File: src/rtl/seven_seg_capture.sv
// rtl/seven_seg_capture.sv - reads back a multiplexed active-low seven-segment bus into a hex word
module seven_seg_capture #(
    parameter int DIGITS        = 4,
    parameter int STABLE_CYCLES = 4
) (
    input  logic                  clk,
    input  logic                  rst,
    input  logic [6:0]            seg,
    input  logic [DIGITS-1:0]     an,
    output logic [4*DIGITS-1:0]   word,
    output logic                  word_valid,
    output logic [DIGITS-1:0]     digit_err
);

    localparam logic [7:0] STABLE = 8'(STABLE_CYCLES);

    typedef enum logic [1:0] {
        IDLE   = 2'd0,
        SETTLE = 2'd1,
        HELD   = 2'd2
    } state_t;

    state_t                state, state_next;
    logic [7:0]            cnt, cnt_next;
    logic [6:0]            s_seg, p_seg;
    logic [DIGITS-1:0]     s_an, p_an;
    logic                  load_p, capture;
    logic                  an_ok;
    logic [4:0]            dec;
    logic [DIGITS-1:0]     seen, seen_eff, seen_with, cap_mask;
    logic                  frame_done, pending;
    logic [4*DIGITS-1:0]   frame_buf;
    logic [DIGITS-1:0]     err_buf;

    // Returns {illegal, nibble}; illegal glyphs decode to nibble 0
    function automatic logic [4:0] decode_glyph(input logic [6:0] g);
        case (g)
            7'b0000001: return 5'h00;
            7'b1001111: return 5'h01;
            7'b0010010: return 5'h02;
            7'b0000110: return 5'h03;
            7'b1001100: return 5'h04;
            7'b0100100: return 5'h05;
            7'b0100000: return 5'h06;
            7'b0001111: return 5'h07;
            7'b0000000: return 5'h08;
            7'b0000100: return 5'h09;
            7'b0001000: return 5'h0A;
            7'b1100000: return 5'h0B;
            7'b0110001: return 5'h0C;
            7'b1000010: return 5'h0D;
            7'b0110000: return 5'h0E;
            7'b0111000: return 5'h0F;
            default:    return 5'h10;
        endcase
    endfunction

    always_comb begin
        logic [DIGITS-1:0] lit;
        lit   = ~s_an;
        an_ok = (lit != '0) && ((lit & (lit - 1'b1)) == '0);
    end

    assign dec = decode_glyph(s_seg);

    always_comb begin
        state_next = state;
        cnt_next   = cnt;
        load_p     = 1'b0;
        capture    = 1'b0;
        case (state)
            IDLE: begin
                cnt_next = '0;
                if (an_ok) begin
                    load_p   = 1'b1;
                    cnt_next = 8'd1;
                    if (STABLE == 8'd1) begin
                        capture    = 1'b1;
                        state_next = HELD;
                    end else begin
                        state_next = SETTLE;
                    end
                end
            end
            SETTLE: begin
                if (!an_ok) begin
                    cnt_next   = '0;
                    state_next = IDLE;
                end else if (s_seg == p_seg && s_an == p_an) begin
                    cnt_next = cnt + 8'd1;
                    if (cnt + 8'd1 >= STABLE) begin
                        capture    = 1'b1;
                        state_next = HELD;
                    end
                end else begin
                    load_p   = 1'b1;
                    cnt_next = 8'd1;
                    if (STABLE == 8'd1) begin
                        capture    = 1'b1;
                        state_next = HELD;
                    end
                end
            end
            HELD: begin
                // Segment changes on the same anode are ignored until the anode moves
                if (!an_ok) begin
                    cnt_next   = '0;
                    state_next = IDLE;
                end else if (s_an != p_an) begin
                    load_p   = 1'b1;
                    cnt_next = 8'd1;
                    if (STABLE == 8'd1) begin
                        capture = 1'b1;
                    end else begin
                        state_next = SETTLE;
                    end
                end
            end
            default: begin
                cnt_next   = '0;
                state_next = IDLE;
            end
        endcase
    end

    // seen is treated as already cleared while a completion is being published
    assign cap_mask   = capture ? ~s_an : '0;
    assign seen_eff   = pending ? '0 : seen;
    assign seen_with  = seen_eff | cap_mask;
    assign frame_done = capture && (&seen_with);

    always_ff @(posedge clk) begin
        if (rst) begin
            s_seg      <= 7'b1111111;
            s_an       <= '1;
            p_seg      <= 7'b1111111;
            p_an       <= '1;
            state      <= IDLE;
            cnt        <= '0;
            seen       <= '0;
            pending    <= 1'b0;
            frame_buf  <= '0;
            err_buf    <= '0;
            word       <= '0;
            digit_err  <= '0;
            word_valid <= 1'b0;
        end else begin
            s_seg   <= seg;
            s_an    <= an;
            state   <= state_next;
            cnt     <= cnt_next;
            if (load_p) begin
                p_seg <= s_seg;
                p_an  <= s_an;
            end
            for (int i = 0; i < DIGITS; i++) begin
                if (cap_mask[i]) begin
                    frame_buf[4*i +: 4] <= dec[3:0];
                    err_buf[i]          <= dec[4];
                end
            end
            seen       <= seen_with;
            pending    <= frame_done;
            word_valid <= pending;
            if (pending) begin
                word      <= frame_buf;
                digit_err <= err_buf;
            end
        end
    end

endmodule

File: config.mk
export PLATFORM = sky130hd
export DESIGN_NAME = seven_seg_capture
export DESIGN_NICKNAME = d
export VERILOG_FILES = /design/src/rtl/seven_seg_capture.sv
export SDC_FILE = /design/constraint.sdc
export NUM_CORES = 1
export LEC_CHECK = 0
export ABC_CLOCK_PERIOD_IN_PS = 2200
export BUFFER_PORTS_ARGS = -buffer_cell sky130_fd_sc_hd__buf_4
export CAP_MARGIN = 5
export CORE_ASPECT_RATIO = 1.1
export CORE_UTILIZATION = 39
export CTS_CLUSTER_DIAMETER = 60
export DETAILED_ROUTE_END_ITERATION = 6
export PLACE_DENSITY = 0.68
export SYNTH_ARGS = -nofsm -noshare
export SYNTH_HDL_FRONTEND = slang
export SYNTH_SLANG_ARGS = --single-unit
File: constraint.sdc
create_clock -name clk -period 2.2 [get_ports clk]
set_input_delay 0.22 -clock clk [delete_from_list [all_inputs] [get_ports clk]]
set_output_delay 0.22 -clock clk [all_outputs]
set_load 0.05 [all_outputs]
==> results.py <==
metrics = {
    "timing": {
        "finalSetupViolations": 0,
        "finClkSkew_ns": 0.01071,
        "drv_slew": 0,
        "hold_viol": 0,
        "rsz0062_at_grt": "false",
        "worst_pin_slew_ns": 0.7027,
        "relSlewSlack": 0.5315,
        "max_freq_ghz": 0.4917,
        "finalSetupTns_ns": 0,
        "post-route-min-period_ns": 2.034,
        "finalCritPeriodShare": 0.9244,
    },
    "synth": {
        "synth.most_common_cell": "dfxtp_1",
        "yosysWarningCount": 0,
        "synth_top_area_share": 0.3934,
        "synthFlopType": "dfxtp_1",
        "synth.net_count": 434,
        "netlist_instances": 414,
        "ys_top_cells_by_count": "dfxtp_1, mux2i_1, nor2_1",
        "synth_seq_cells": 78,
        "synth_simple_gate_area_frac": 0.2213,
        "synth_edf_count": 0,
        "yosys.cell_types.count": 65,
        "yosysSeqAreaShare": 0.3934,
        "synthTopCellsByArea": "dfxtp_1, mux2i_1, nor2_1, nand2b_1, a21oi_1",
        "synthesis.area_um2": 3969,
        "async_flop_share": 0,
        "synthMuxAreaShare": 0.1311,
        "synthXorXnorAreaFrac": 0.04256,
        "yosysTopAreaCell": "dfxtp_1",
        "synthAdderAreaFrac": 0.02207,
        "synth_compound_area_frac": 0.1349,
        "avgSynthCellArea_um2": 9.586,
        "synth_top_family_by_area": "simple AND/OR/NAND/NOR gates",
    },
    "clock_tree": {
        "cts_max_path_buffers": 2,
        "cts_tree": "done",
        "post_cts_resized": 0,
        "clockRootBuffer": "clkbuf_8",
        "cts_num_sinks": 78,
        "cts_hold_buf": 0,
        "clk_pin_slew_ns": 0.09,
        "postCtsSetupRepairBufs": 0,
        "cts-htree-levels": 3,
        "insertion_delay_ns": 0.35,
        "numCtsBuffers": 9,
    },
    "power": {
        "ir_drop_mv": 0.4068,
        "internal-power_mw": 2.039,
        "leakagePower_nw": 1.811,
        "clockPowerShare": 0.354,
        "switchingPower_mw": 0.8194,
        "p_seq_frac": 0.517,
        "comb_power_share": 0.129,
        "p_sw_frac": 0.2867,
        "power_density_nw_per_um2": 624.8,
    },
    "setup_path": {
        "start_kind": "flip-flop",
        "timing.critical_path.buf_inv": 1,
        "critPathMaxStageDelay_ns": 0.45,
        "crit_cells": 6,
        "cp_data_arrival_time_ns": 2.31,
        "path_cells": "buf_4, and3_2, and2_4, o31a_1, o211ai_4, mux2i_1",
        "r2r_start": "cnt[0]$_SDFFE_PP0P_",
        "cp.required_ns": 2.47,
        "cp_top_family": "compound AO/OA/AOI/OAI gates",
        "endpoint": "err_buf[0]$_SDFFE_PP0P_",
        "worstPathMaxFanout": 10,
        "cp-end-kind": "flip-flop",
        "rr_endpoint": "err_buf[0]$_SDFFE_PP0P_",
        "worstRegToRegCells": 6,
        "slowest_stage": "o31a_1",
        "crit_type": "reg2reg",
        "crit_start": "cnt[0]$_SDFFE_PP0P_",
        "r2r_setup_slack_ns": 0.17,
    },
    "die": {
        "rows": 38,
        "design.core.area_um2": 9889,
        "die_x_um": 98.19,
        "start_util": 0.4013,
        "die-area_um2": 10580,
        "io_pins": 34,
        "die_y_um": 107.8,
    },
    "finish": {
        "insertedDiodeCount": 0,
        "stdcell_area_um2": 4574,
        "fin_cells": 572,
        "fill_cells": 926,
        "nNetsFinal": 467,
        "final_util": 0.4626,
        "syn_to_final_growth_pct": 15.26,
        "drive_above_1_share": 0.2212,
    },
    "routing": {
        "dr.first_iter.drc_count": 158,
        "drt-total-wl_mm": 8.207,
        "drt-pass1-iter-count": 6,
        "met3_length_um": 260,
        "ant_nets": 0,
        "num_vias": 3009,
        "routed.top_layer": "met4",
        "met1Wirelength_mm": 3.675,
        "avgRoutedWirePerCell_um": 14.35,
        "wl_met2_mm": 4.057,
        "vias_per_cell": 5.260,
        "drc_errors": 0,
    },
    "grt": {
        "grt_remaining_overflow": 0,
        "grt_max_degree": 76,
        "grt_pass1_vias": 2912,
        "antenna_found_initial": 0,
        "grt_usage": 0.1642,
        "grt_first_pass_wirelength_mm": 13.88,
    },
    "worst_hold_path": {
        "hp-class": "in2reg",
    },
    "job": {
        "drv_cap": 0,
    },
    "place": {
        "place_congestion": 0.8234,
        "hpwl_mm": 5.764,
        "dpl_cell_area_um2": 4343,
        "dp.cells": 556,
        "portBuffers": 33,
    },
    "outcome": {
        "status": "finished clean",
    },
}
-- worst reg2reg max path, stage by stage, from the launching register on --
cell      delay (ns)
dfxtp_1         0.33
buf_4           0.16
and3_2          0.21
and2_4          0.17
o31a_1          0.45
o211ai_4        0.40
mux2i_1         0.25
-- how the worst min path moves through the flow --
stage          cells after the start             endpoint  slack (ns)   start
5_1_grt                            2  s_seg[6]$_SDFF_PP1_        0.02  seg[6]
4_1_cts                            2  s_seg[6]$_SDFF_PP1_        0.03  seg[6]
6_report                           2  s_seg[6]$_SDFF_PP1_        0.05  seg[6]
2_1_floorplan                      1   s_an[0]$_SDFF_PP1_        0.32   an[0]
3_5_place_dp                       2  s_seg[6]$_SDFF_PP1_        0.41  seg[6]
3_3_place_gp                       2  s_seg[5]$_SDFF_PP1_        0.41  seg[5]
-- cell usage in the layout (no fill, tap or decap), types with 5 or more instances in the layout --
cell type,count
dfxtp_1,78
buf_4,50
xnor2_1,9
nand4_1,6
nand3_1,8
o211ai_1,5
nand2_1,10
mux2i_1,52
ha_1,7
a21oi_1,20
clkbuf_8,9
a21o_1,6
nor2_1,51
or2_2,12
inv_1,12
nand4b_1,5
nand2b_1,27
-- per-stage QoR --
stage | total power [mW] | hold WS, ns | setup slack, ns
floorplan | 1.796 | 0.3238 | 0.3469
global placement | 1.865 | 0.4060 | 0.1593
detailed placement | 1.874 | 0.4099 | 0.04854
CTS | 2.889 | 0.03112 | 0.02074
global route | 2.994 | 0.02301 | 0.01183
finish | 2.858 | 0.05292 | 0.1664
-- state kept, by name, summed over array words and instances, names as in the netlist --
name        count
state           2
seen            4
pending         1
err_buf         4
s_seg           7
digit_err       4
p_seg           7
word           16
s_an            4
cnt             8
p_an            4
word_valid      1
frame_buf      16
-- logic make-up after synthesis --
family,Yosys count
and+or+nand+nor,154
adders and majority gates,7
xor gates and xnor gates,15
DFF,78
AOI/OAI and AO/OA,67
buffers and inverters,41
muxes,52
-- cell type report --
cell class,instances,area (µm²),share of cell area
Timing Repair Buffer,51,395.4,0.08643
Clock inverter,7,63.81,0.01395
Sequential cell,78,1562,0.3414
Inverter,12,45.04,0.009847
Tap cell,120,150.1,0.03282
Multi-Input combinational cell,295,2235,0.4885
Clock buffer,9,123.9,0.02708
-- power groups by stage --
stage / Sequential [mW] / Clock, mW / Combinational [mW]
detailed placement: 1.51 / 0 / 0.363
floorplan: 1.50 / 0 / 0.295
CTS: 1.48 / 1.05 / 0.365
global placement: 1.51 / 0 / 0.355
finish: 1.48 / 1.01 / 0.368
global route: 1.48 / 1.11 / 0.402
-- routing by layer --
layer | vias up | global-route usage
li1 | 1520 | -
met1 | 1416 | 0.1994
met2 | 57 | 0.2746
met3 | 16 | 0.03961
met4 | 0 | 0.07463
met5 | - | 0
(Power assumes the default switching activity.)
